===== config.mk =====
export PLATFORM = sky130hd
export DESIGN_NAME = instr_decode_issue_flat
export DESIGN_NICKNAME = d
export VERILOG_FILES = /design/src/rtl/instr_decode_issue_if.sv /design/src/rtl/instr_decode_issue.sv /design/src/flat_wrapper.sv
export SDC_FILE = /design/constraint.sdc
export NUM_CORES = 1
export LEC_CHECK = 0
export BUFFER_PORTS_ARGS = -buffer_cell sky130_fd_sc_hd__buf_4
export CAP_MARGIN = 20
export CORE_MARGIN = 2
export CORE_UTILIZATION = 57
export CTS_BUF_LIST = sky130_fd_sc_hd__clkbuf_8
export CTS_CLUSTER_DIAMETER = 150
export DETAILED_ROUTE_END_ITERATION = 8
export PLACE_DENSITY = 0.87
export SLEW_MARGIN = 10
export SYNTH_ARGS = -nofsm -noshare
export SYNTH_HDL_FRONTEND = slang
export SYNTH_SLANG_ARGS = --single-unit
export TNS_END_PERCENT = 10

===== constraint.sdc =====
create_clock -name clk -period 2.6 [get_ports clk]
set_clock_uncertainty 0.05 [all_clocks]
set_input_delay 0 -clock clk [delete_from_list [all_inputs] [get_ports clk]]
set_output_delay 0 -clock clk [all_outputs]
set_load 0.05 [all_outputs]

===== src/rtl/instr_decode_issue_if.sv =====
// Handshake and decoded-bundle bus between the instruction source, the
// decode/issue unit and the ALU_Control consumer.
interface instr_decode_issue_if #(
    parameter int CNT_W = 16
);
    logic             in_valid;
    logic [31:0]      instr;
    logic             in_ready;
    logic             out_ready;
    logic             out_valid;
    logic [2:0]       alu_op;
    logic [9:0]       function_code;
    logic             reg_write;
    logic             mem_read;
    logic             mem_write;
    logic             alu_src;
    logic             mem_to_reg;
    logic             branch;
    logic [1:0]       branch_type;
    logic             illegal;
    logic             err_clr;
    logic             halted;
    logic [CNT_W-1:0] issue_count;

    modport master (
        output in_valid, instr, out_ready, err_clr,
        input  in_ready, out_valid, alu_op, function_code, reg_write, mem_read,
               mem_write, alu_src, mem_to_reg, branch, branch_type, illegal,
               halted, issue_count
    );

    modport slave (
        input  in_valid, instr, out_ready, err_clr,
        output in_ready, out_valid, alu_op, function_code, reg_write, mem_read,
               mem_write, alu_src, mem_to_reg, branch, branch_type, illegal,
               halted, issue_count
    );
endinterface


===== src/rtl/instr_decode_issue.sv =====
// Registered instruction decode/issue unit feeding ALU_Control: captures an
// instruction, decodes it in one cycle and holds the bundle until consumed.
module instr_decode_issue #(
    parameter int CNT_W = 16
) (
    input logic                 clk,
    input logic                 rst_n,
    instr_decode_issue_if.slave bus
);
    localparam logic [2:0] S_IDLE   = 3'd0;
    localparam logic [2:0] S_DECODE = 3'd1;
    localparam logic [2:0] S_ISSUE  = 3'd2;
    localparam logic [2:0] S_ERROR  = 3'd3;
    localparam logic [2:0] S_HALTED = 3'd4;

    logic [2:0]       state;
    logic [5:0]       opcode_q;
    logic [9:0]       func_q;
    logic [CNT_W-1:0] cnt;

    logic [2:0] alu_op_q;
    logic [9:0] function_code_q;
    logic       reg_write_q, mem_read_q, mem_write_q, alu_src_q, mem_to_reg_q, branch_q;
    logic [1:0] branch_type_q;
    logic       illegal_q, halted_q;

    logic [2:0] d_alu_op;
    logic [9:0] d_function_code;
    logic       d_reg_write, d_mem_read, d_mem_write, d_alu_src, d_mem_to_reg, d_branch;
    logic [1:0] d_branch_type;
    logic       d_illegal, d_halt;

    // Only the opcode and function fields are ever decoded.
    logic unused_instr_bits;
    assign unused_instr_bits = ^bus.instr[25:10];

    always_comb begin
        d_alu_op        = '0;
        d_function_code = '0;
        d_reg_write     = 1'b0;
        d_mem_read      = 1'b0;
        d_mem_write     = 1'b0;
        d_alu_src       = 1'b0;
        d_mem_to_reg    = 1'b0;
        d_branch        = 1'b0;
        d_branch_type   = '0;
        d_illegal       = 1'b0;
        d_halt          = 1'b0;
        case (opcode_q)
            6'b000000: begin
                d_alu_op        = 3'b001;
                d_reg_write     = 1'b1;
                d_function_code = func_q;
                d_illegal       = (func_q > 10'd3);
            end
            6'b000001: begin
                d_alu_op        = 3'b010;
                d_reg_write     = 1'b1;
                d_alu_src       = 1'b1;
                d_function_code = func_q;
                d_illegal       = (func_q > 10'd2);
            end
            6'b000010: begin
                d_alu_op        = 3'b011;
                d_reg_write     = 1'b1;
                d_function_code = func_q;
                d_illegal       = (func_q > 10'd2);
            end
            6'b000011: begin
                d_alu_op    = 3'b100;
                d_reg_write = 1'b1;
                d_alu_src   = 1'b1;
            end
            6'b000100: begin
                d_alu_op    = 3'b101;
                d_reg_write = 1'b1;
                d_alu_src   = 1'b1;
            end
            6'b000101: begin
                d_alu_op     = 3'b100;
                d_reg_write  = 1'b1;
                d_mem_read   = 1'b1;
                d_alu_src    = 1'b1;
                d_mem_to_reg = 1'b1;
            end
            6'b000110: begin
                d_alu_op    = 3'b100;
                d_mem_write = 1'b1;
                d_alu_src   = 1'b1;
            end
            6'b000111: begin
                d_alu_op      = 3'b110;
                d_branch      = 1'b1;
                d_branch_type = 2'b11;
            end
            6'b001000: begin
                d_alu_op      = 3'b110;
                d_branch      = 1'b1;
                d_branch_type = 2'b01;
            end
            6'b001001: begin
                d_alu_op      = 3'b110;
                d_branch      = 1'b1;
                d_branch_type = 2'b10;
            end
            6'b001010: begin
                d_branch      = 1'b1;
                d_branch_type = 2'b00;
            end
            6'b111111: d_halt = 1'b1;
            default:   d_illegal = 1'b1;
        endcase
        // An illegal encoding must present an all-zero bundle downstream.
        if (d_illegal) begin
            d_alu_op        = '0;
            d_function_code = '0;
            d_reg_write     = 1'b0;
            d_mem_read      = 1'b0;
            d_mem_write     = 1'b0;
            d_alu_src       = 1'b0;
            d_mem_to_reg    = 1'b0;
            d_branch        = 1'b0;
            d_branch_type   = '0;
        end
    end

    always_ff @(posedge clk or negedge rst_n) begin
        if (!rst_n) begin
            state           <= S_IDLE;
            opcode_q        <= '0;
            func_q          <= '0;
            cnt             <= '0;
            alu_op_q        <= '0;
            function_code_q <= '0;
            reg_write_q     <= 1'b0;
            mem_read_q      <= 1'b0;
            mem_write_q     <= 1'b0;
            alu_src_q       <= 1'b0;
            mem_to_reg_q    <= 1'b0;
            branch_q        <= 1'b0;
            branch_type_q   <= '0;
            illegal_q       <= 1'b0;
            halted_q        <= 1'b0;
        end else begin
            case (state)
                S_IDLE: begin
                    if (bus.in_valid) begin
                        opcode_q <= bus.instr[31:26];
                        func_q   <= bus.instr[9:0];
                        state    <= S_DECODE;
                    end
                end
                S_DECODE: begin
                    alu_op_q        <= d_alu_op;
                    function_code_q <= d_function_code;
                    reg_write_q     <= d_reg_write;
                    mem_read_q      <= d_mem_read;
                    mem_write_q     <= d_mem_write;
                    alu_src_q       <= d_alu_src;
                    mem_to_reg_q    <= d_mem_to_reg;
                    branch_q        <= d_branch;
                    branch_type_q   <= d_branch_type;
                    if (d_illegal) begin
                        illegal_q <= 1'b1;
                        state     <= S_ERROR;
                    end else if (d_halt) begin
                        halted_q <= 1'b1;
                        state    <= S_HALTED;
                    end else begin
                        state <= S_ISSUE;
                    end
                end
                S_ISSUE: begin
                    if (bus.out_ready) begin
                        cnt   <= cnt + CNT_W'(1);
                        state <= S_IDLE;
                    end
                end
                S_ERROR: begin
                    if (bus.err_clr) begin
                        illegal_q <= 1'b0;
                        state     <= S_IDLE;
                    end
                end
                S_HALTED: state <= S_HALTED;
                default:  state <= S_IDLE;
            endcase
        end
    end

    assign bus.in_ready      = (state == S_IDLE);
    assign bus.out_valid     = (state == S_ISSUE);
    assign bus.alu_op        = alu_op_q;
    assign bus.function_code = function_code_q;
    assign bus.reg_write     = reg_write_q;
    assign bus.mem_read      = mem_read_q;
    assign bus.mem_write     = mem_write_q;
    assign bus.alu_src       = alu_src_q;
    assign bus.mem_to_reg    = mem_to_reg_q;
    assign bus.branch        = branch_q;
    assign bus.branch_type   = branch_type_q;
    assign bus.illegal       = illegal_q;
    assign bus.halted        = halted_q;
    assign bus.issue_count   = cnt;
endmodule


===== src/flat_wrapper.sv =====
// flat-port wrapper written by rule: the top's interface ports become plain ports
module instr_decode_issue_flat 
#(
    parameter int CNT_W = 16
)
  (clk, rst_n, bus_in_valid, bus_instr, bus_out_ready, bus_err_clr, bus_in_ready, bus_out_valid, bus_alu_op, bus_function_code, bus_reg_write, bus_mem_read, bus_mem_write, bus_alu_src, bus_mem_to_reg, bus_branch, bus_branch_type, bus_illegal, bus_halted, bus_issue_count);
  instr_decode_issue_if #(.CNT_W(CNT_W)) bus_i ();
  input logic clk;
  input logic rst_n;
  input wire logic [$bits(bus_i.in_valid)-1:0] bus_in_valid;
  input wire logic [$bits(bus_i.instr)-1:0] bus_instr;
  input wire logic [$bits(bus_i.out_ready)-1:0] bus_out_ready;
  input wire logic [$bits(bus_i.err_clr)-1:0] bus_err_clr;
  output wire logic [$bits(bus_i.in_ready)-1:0] bus_in_ready;
  output wire logic [$bits(bus_i.out_valid)-1:0] bus_out_valid;
  output wire logic [$bits(bus_i.alu_op)-1:0] bus_alu_op;
  output wire logic [$bits(bus_i.function_code)-1:0] bus_function_code;
  output wire logic [$bits(bus_i.reg_write)-1:0] bus_reg_write;
  output wire logic [$bits(bus_i.mem_read)-1:0] bus_mem_read;
  output wire logic [$bits(bus_i.mem_write)-1:0] bus_mem_write;
  output wire logic [$bits(bus_i.alu_src)-1:0] bus_alu_src;
  output wire logic [$bits(bus_i.mem_to_reg)-1:0] bus_mem_to_reg;
  output wire logic [$bits(bus_i.branch)-1:0] bus_branch;
  output wire logic [$bits(bus_i.branch_type)-1:0] bus_branch_type;
  output wire logic [$bits(bus_i.illegal)-1:0] bus_illegal;
  output wire logic [$bits(bus_i.halted)-1:0] bus_halted;
  output wire logic [$bits(bus_i.issue_count)-1:0] bus_issue_count;
  assign bus_i.in_valid = bus_in_valid;
  assign bus_i.instr = bus_instr;
  assign bus_i.out_ready = bus_out_ready;
  assign bus_i.err_clr = bus_err_clr;
  assign bus_in_ready = bus_i.in_ready;
  assign bus_out_valid = bus_i.out_valid;
  assign bus_alu_op = bus_i.alu_op;
  assign bus_function_code = bus_i.function_code;
  assign bus_reg_write = bus_i.reg_write;
  assign bus_mem_read = bus_i.mem_read;
  assign bus_mem_write = bus_i.mem_write;
  assign bus_alu_src = bus_i.alu_src;
  assign bus_mem_to_reg = bus_i.mem_to_reg;
  assign bus_branch = bus_i.branch;
  assign bus_branch_type = bus_i.branch_type;
  assign bus_illegal = bus_i.illegal;
  assign bus_halted = bus_i.halted;
  assign bus_issue_count = bus_i.issue_count;
  instr_decode_issue #(.CNT_W(CNT_W)) u_core (.clk(clk), .rst_n(rst_n), .bus(bus_i));
endmodule

=== Yosys cells after proc, flatten, opt, wreduce, memory -nomap -nowiden ===
Index checks and enable logic that the tools add are counted.

* Register bits: 57
* Bits of input ports: 37
* Word-level logic and storage cells: 80

* Add/subtract/negate cells: 1
* $lt $le $gt $ge: 2
* Eq/ne operators: 19
* Mux-type cells: 27
* Bitwise logic cells: 1
* Reductions and logical operators: 16

{| class="wikitable"
|+ Operators with widths
! cell !! count
|-
| 6-bit by 3-bit == test with 1-bit output, second input constant || 4
|-
| 10-bit by 2-bit > comparator with 1-bit output, second input constant || 2
|-
| 10-bit two-way mux || 2
|-
| 6-bit by 4-bit == test with 1-bit output, second input constant || 3
|-
| 3-bit two-way mux || 6
|-
| 3-bit one-hot mux with 6 select lines || 1
|-
| 16-bit by 1-bit adder with 16-bit output, second input constant || 1
|-
| 3-bit one-hot mux with 5 select lines || 1
|-
| 1-bit two-way mux || 13
|-
| 6-bit by 2-bit == test with 1-bit output, second input constant || 2
|-
| 3-bit AND reduction || 3
|-
| 3-bit OR reduction || 3
|-
| 9-bit OR reduction || 1
|-
| 3-bit by 2-bit == test with 1-bit output, second input constant || 2
|-
| 6-bit by 1-bit == test with 1-bit output, second input constant || 1
|-
| 6-bit == test, second input constant || 1
|-
| 6-bit logical NOT || 1
|-
| 2-bit != test, second input constant || 3
|-
| 2-bit one-hot mux with 3 select lines || 1
|-
| 6-bit OR reduction || 1
|-
| 5-bit OR reduction || 1
|-
| 2-bit AND reduction || 2
|-
| 4-bit OR reduction || 1
|-
| 3-bit by 1-bit == test with 1-bit output, second input constant || 1
|-
| other kinds (9) || 9
|}

=== Logic depth before layout (Yosys ltp) ===
* Depth after elaboration: 5
* Mapped depth: 6
* Depth with buffers taken out: 5

=== Worst setup path before layout ===
Ideal clock, no wire load.

* Path kind: register to register
* Start point: register u_core.cnt[0] (netlist: u_core.bus.issue_count[0])
* End point: register u_core.cnt[12] (netlist: u_core.bus.issue_count[12])
* Arrival: 1604 ps
* Required time: 2408 ps
* Setup slack: 804 ps
* Cell stages (with the launch flop): 6
* Buffers on the path: 0
* Path through: dfrtp_1 > ha_1 > nand2_1 > nor3_2 > nand4_1 > xnor2_1

* Cells in the longest elaborated chain, start to end: 1

{| class="wikitable"
|+ Ends and longest elaborated chain
! item !! RTL line !! RTL
|-
| from (decl) || instr_decode_issue.sv:19 || <nowiki>logic [CNT_W-1:0] cnt;</nowiki>
|-
| from (signal assigned) || instr_decode_issue.sv:175 || <nowiki>cnt <= cnt + CNT_W'(1);</nowiki>
|-
| 16-bit by 1-bit adder with 16-bit output || instr_decode_issue.sv:175 ||
|}

Every way passes these cells.
A chain may end at the register's enable or synchronous reset.

=== Worst setup path after layout ===
* Start point: register u_core.state[0]
* End point: register u_core.alu_op_q[0] (netlist: u_core.bus.alu_op[0])

* Cells in the longest elaborated chain, start to end: 1

{| class="wikitable"
|+ Ends and longest elaborated chain
! item !! RTL line !! RTL
|-
| from (decl) || instr_decode_issue.sv:16 || <nowiki>logic [2:0] state;</nowiki>
|-
| from (signal assigned) || instr_decode_issue.sv:129 || <nowiki>state <= S_IDLE;</nowiki>
|-
| from (signal assigned) || instr_decode_issue.sv:150 || <nowiki>state <= S_DECODE;</nowiki>
|-
| from (signal assigned) || instr_decode_issue.sv:165 || <nowiki>state <= S_ERROR;</nowiki>
|-
| 3-bit by 1-bit == test with 1-bit output || instr_decode_issue.sv:145 || <nowiki>case (state)</nowiki>
|-
| to (signal assigned) || instr_decode_issue.sv:154 || <nowiki>alu_op_q <= d_alu_op;</nowiki>
|-
| to (decl) || instr_decode_issue.sv:21 || <nowiki>logic [2:0] alu_op_q;</nowiki>
|}

Every way passes these cells.

==> flow_summary.json <==
{
  "rsz0062_at_grt": "no",
  "clock-sinks": 57,
  "place_ws_ns": 0.744,
  "ys.flop_type": "dfrtp_1",
  "timing.fmax_mhz": 523,
  "initial_utilization_pct": 59.2,
  "place.gp.congestion": 0.859,
  "yosysTopAreaCellShare_pct": 54.9,
  "avgRoutedWirePerCell_um": 16.1,
  "ys_async_sr_fraction_pct": 100,
  "grt_pass1_vias": 1988,
  "crit_end": "u_core.bus.alu_op[0]$_DFFE_PN0P_",
  "vias": 1993,
  "die_w_um": 71.5,
  "end_kind": "flop",
  "dr.pass1.iters": 4,
  "timing.rr.end": "u_core.bus.alu_op[0]$_DFFE_PN0P_",
  "syn_area_sq_um": 2600,
  "drtAntennaViolNets": 0,
  "core_area_sq_um": 4380,
  "arrival_ns": 2.12,
  "cp_max_fo": 16,
  "die_h_um": 71.5,
  "hp-class": "input pin to flop",
  "crit_start": "u_core.state[0]$_DFFE_PN0P_",
  "drc_errors": 0,
  "wl_mm": 5.67,
  "final_cell_mix": "buf_4, dfrtp_1, nand2_1, dlygate4sd3_1, mux2_2",
  "setup_tns_ns": 0,
  "worst_path_max_delay_cell": "dfrtp_1",
  "antenna_found_initial": 0,
  "yosysSeqAreaShare_pct": 54.9,
  "synth-simple-area-share_pct": 19.2,
  "synth_top_family_by_area": "simple AND/OR/NAND/NOR gates",
  "maxCapViolCount": 0,
  "synth_fp_nets": 252,
  "r2r_slack_ns": 0.69,
  "synth_edf_count": 0,
  "fillers": 285,
  "p_leak_uw": 0.00169,
  "io_pins": 78,
  "grt_max_degree": 58,
  "power_uw": 3720,
  "yosys-top-cells-area": "dfrtp_1, mux2_2, xnor2_1",
  "track_usage_pct": 24.0,
  "drive_above_1_share_pct": 36.5,
  "drtIter0Drc": 111,
  "synth_xor_area_share_pct": 5.39,
  "viasPerCell": 5.65,
  "syn_inst": 214,
  "fin_hold_ws_ns": 0.0336,
  "min_period_ns": 1.91,
  "cp.required_ns": 2.81,
  "synth_mux_area_share_pct": 6.89,
  "yosysUniqueCellTypes": 45,
  "slew_headroom_pct": 53.4,
  "clk_pin_slew_worst_paths_ns": 0.06,
  "cts_root_buf": "clkbuf_8",
  "pwr_density_cell_nw_per_um2": 1080,
  "slowest_delay_ns": 0.59,
  "portBuffers": 61,
  "post_cts_buffers": 0,
  "worst_slack_ns": 0.689,
  "setup_viol": 0,
  "grt_pass1_wl_mm": 9.47,
  "crit_type": "flop to flop",
  "synth-adder-area-share_pct": 0.482,
  "cp_cell_sequence": "and2b_2 > nand2_1 > nor4_1 > a32o_1",
  "num_rows": 24,
  "final_common_cell": "buf_4",
  "cts_made_buffers": 9,
  "status": "complete, no violations",
  "hold_viol_final": 0,
  "grt-ovfl-total": 0,
  "synth-compound-area-share_pct": 9.59,
  "clock_path_buffers": 2,
  "antenna_cells": 0,
  "cts_max_level": 3,
  "r2r-start": "u_core.state[0]$_DFFE_PN0P_",
  "layout.nets": 334,
  "hold_buffers": 19,
  "reg2reg_depth": 4,
  "postSynthAreaPerCell_sq_um": 12.1,
  "ys.warnings.count": 0,
  "ctsResizeCount": 0,
  "fin_crit_sh_pct": 73.5,
  "areaGrowthSynthToFinish_pct": 32.2,
  "synth_seq_cells": 57,
  "vdd_ir_drop_max_uv": 642,
  "synth.largest_area_cell": "dfrtp_1",
  "clock_latency_ns": 0.33,
  "cts_tree": "done",
  "drv_slew": 0,
  "place_hpwl_mm": 3.73,
  "start_kind": "flop",
  "tightest_slew_ns": 0.699,
  "die-area_sq_um": 5110
}
-- how the worst min path moves through the flow --
stage	from	endpoint	cells past startpoint
floorplan	rst_n	u_core.bus.alu_op[0]$_DFFE_PN0P_	0
global placement	rst_n	u_core.func_q[9]$_DFFE_PN0P_	1
detailed placement	rst_n	u_core.func_q[5]$_DFFE_PN0P_	1
CTS	bus_in_valid	u_core.state[0]$_DFFE_PN0P_	3
global route	bus_in_valid	u_core.state[0]$_DFFE_PN0P_	3
finish	bus_in_valid	u_core.state[0]$_DFFE_PN0P_	3
-- synth_stat cells (all sizes together) (2+ instances only) --
master and number:
dfrtp 57, nand2 20, mux2 15, nor2 12, and2b 10, buf 10
xnor2 10, a21oi 6, nand3 6, nor3 6, xor2 6, a32o 5
inv 5, o21ai 5, a22o 4, nand4 4, nor4 4, a21o 3
and4 3, a31o 2, and3 2, and4bb 2, o31ai 2
-- report_power, final --
part           switching [uW]  internal (uW)  total (uW)
combinational             887            600        1490
clock                     331            455         785
sequential                324           1130        1450
total                    1540           2180        3720
-- kinds of logic (layout without fill, tap and decap cells) --
family,after synthesis,in the layout
XOR/XNOR,16,16
adder cells (fa/ha/maj),1,1
AO/OA/AOI/OAI,34,34
flip-flops,57,57
AND/OR/NAND/NOR,75,75
multiplexers,16,16
buffers and inverters,15,102
-- layer usage --
| layer | track usage (%) | wire length (um) | up-vias |
|---|---|---|---|
| li1 | - | - | 929 |
| met1 | 31.3 | 2410 | 996 |
| met2 | 39.1 | 2930 | 61 |
| met3 | 4.64 | 255 | 7 |
| met4 | 10.7 | 80 | 0 |
| met5 | 0 | 0 | - |
-- stage by stage --
step	std cells	cell area (sq um)	util [%]
2_1_floorplan	214	2600	-
3_3_place_gp	318	3050	69.7
3_5_place_dp	318	3050	69.7
4_1_cts	353	3430	78.3
5_1_grt	353	3430	78.3
6_report	353	3430	78.3
-- area by class of cell --
cell class | instances | area (sq um) | share of cell area [%]
clock inverter | 6 | 51.3 | 1.49
clock buffer | 10 | 138 | 4.01
tap | 52 | 65.1 | 1.90
inverter | 5 | 18.8 | 0.547
sequential | 57 | 1430 | 41.5
multi-input combinational | 142 | 1080 | 31.4
timing repair buffer | 81 | 656 | 19.1
-- state kept, by name, indices dropped and copies added, names as in the netlist, 2 cells and up --
signal	count
u_core.state	3
u_core.bus.branch_type	2
u_core.opcode_q	6
u_core.func_q	10
u_core.bus.function_code	10
u_core.bus.issue_count	16
u_core.bus.alu_op	3
-- critical path, delay by kind of cell (launching register included) --
family / cells / cell delay, ns
AO/OA/AOI/OAI: 1 / 0.23
flip-flops: 1 / 0.59
AND/OR/NAND/NOR: 3 / 0.98
(Power assumes the default switching activity.)
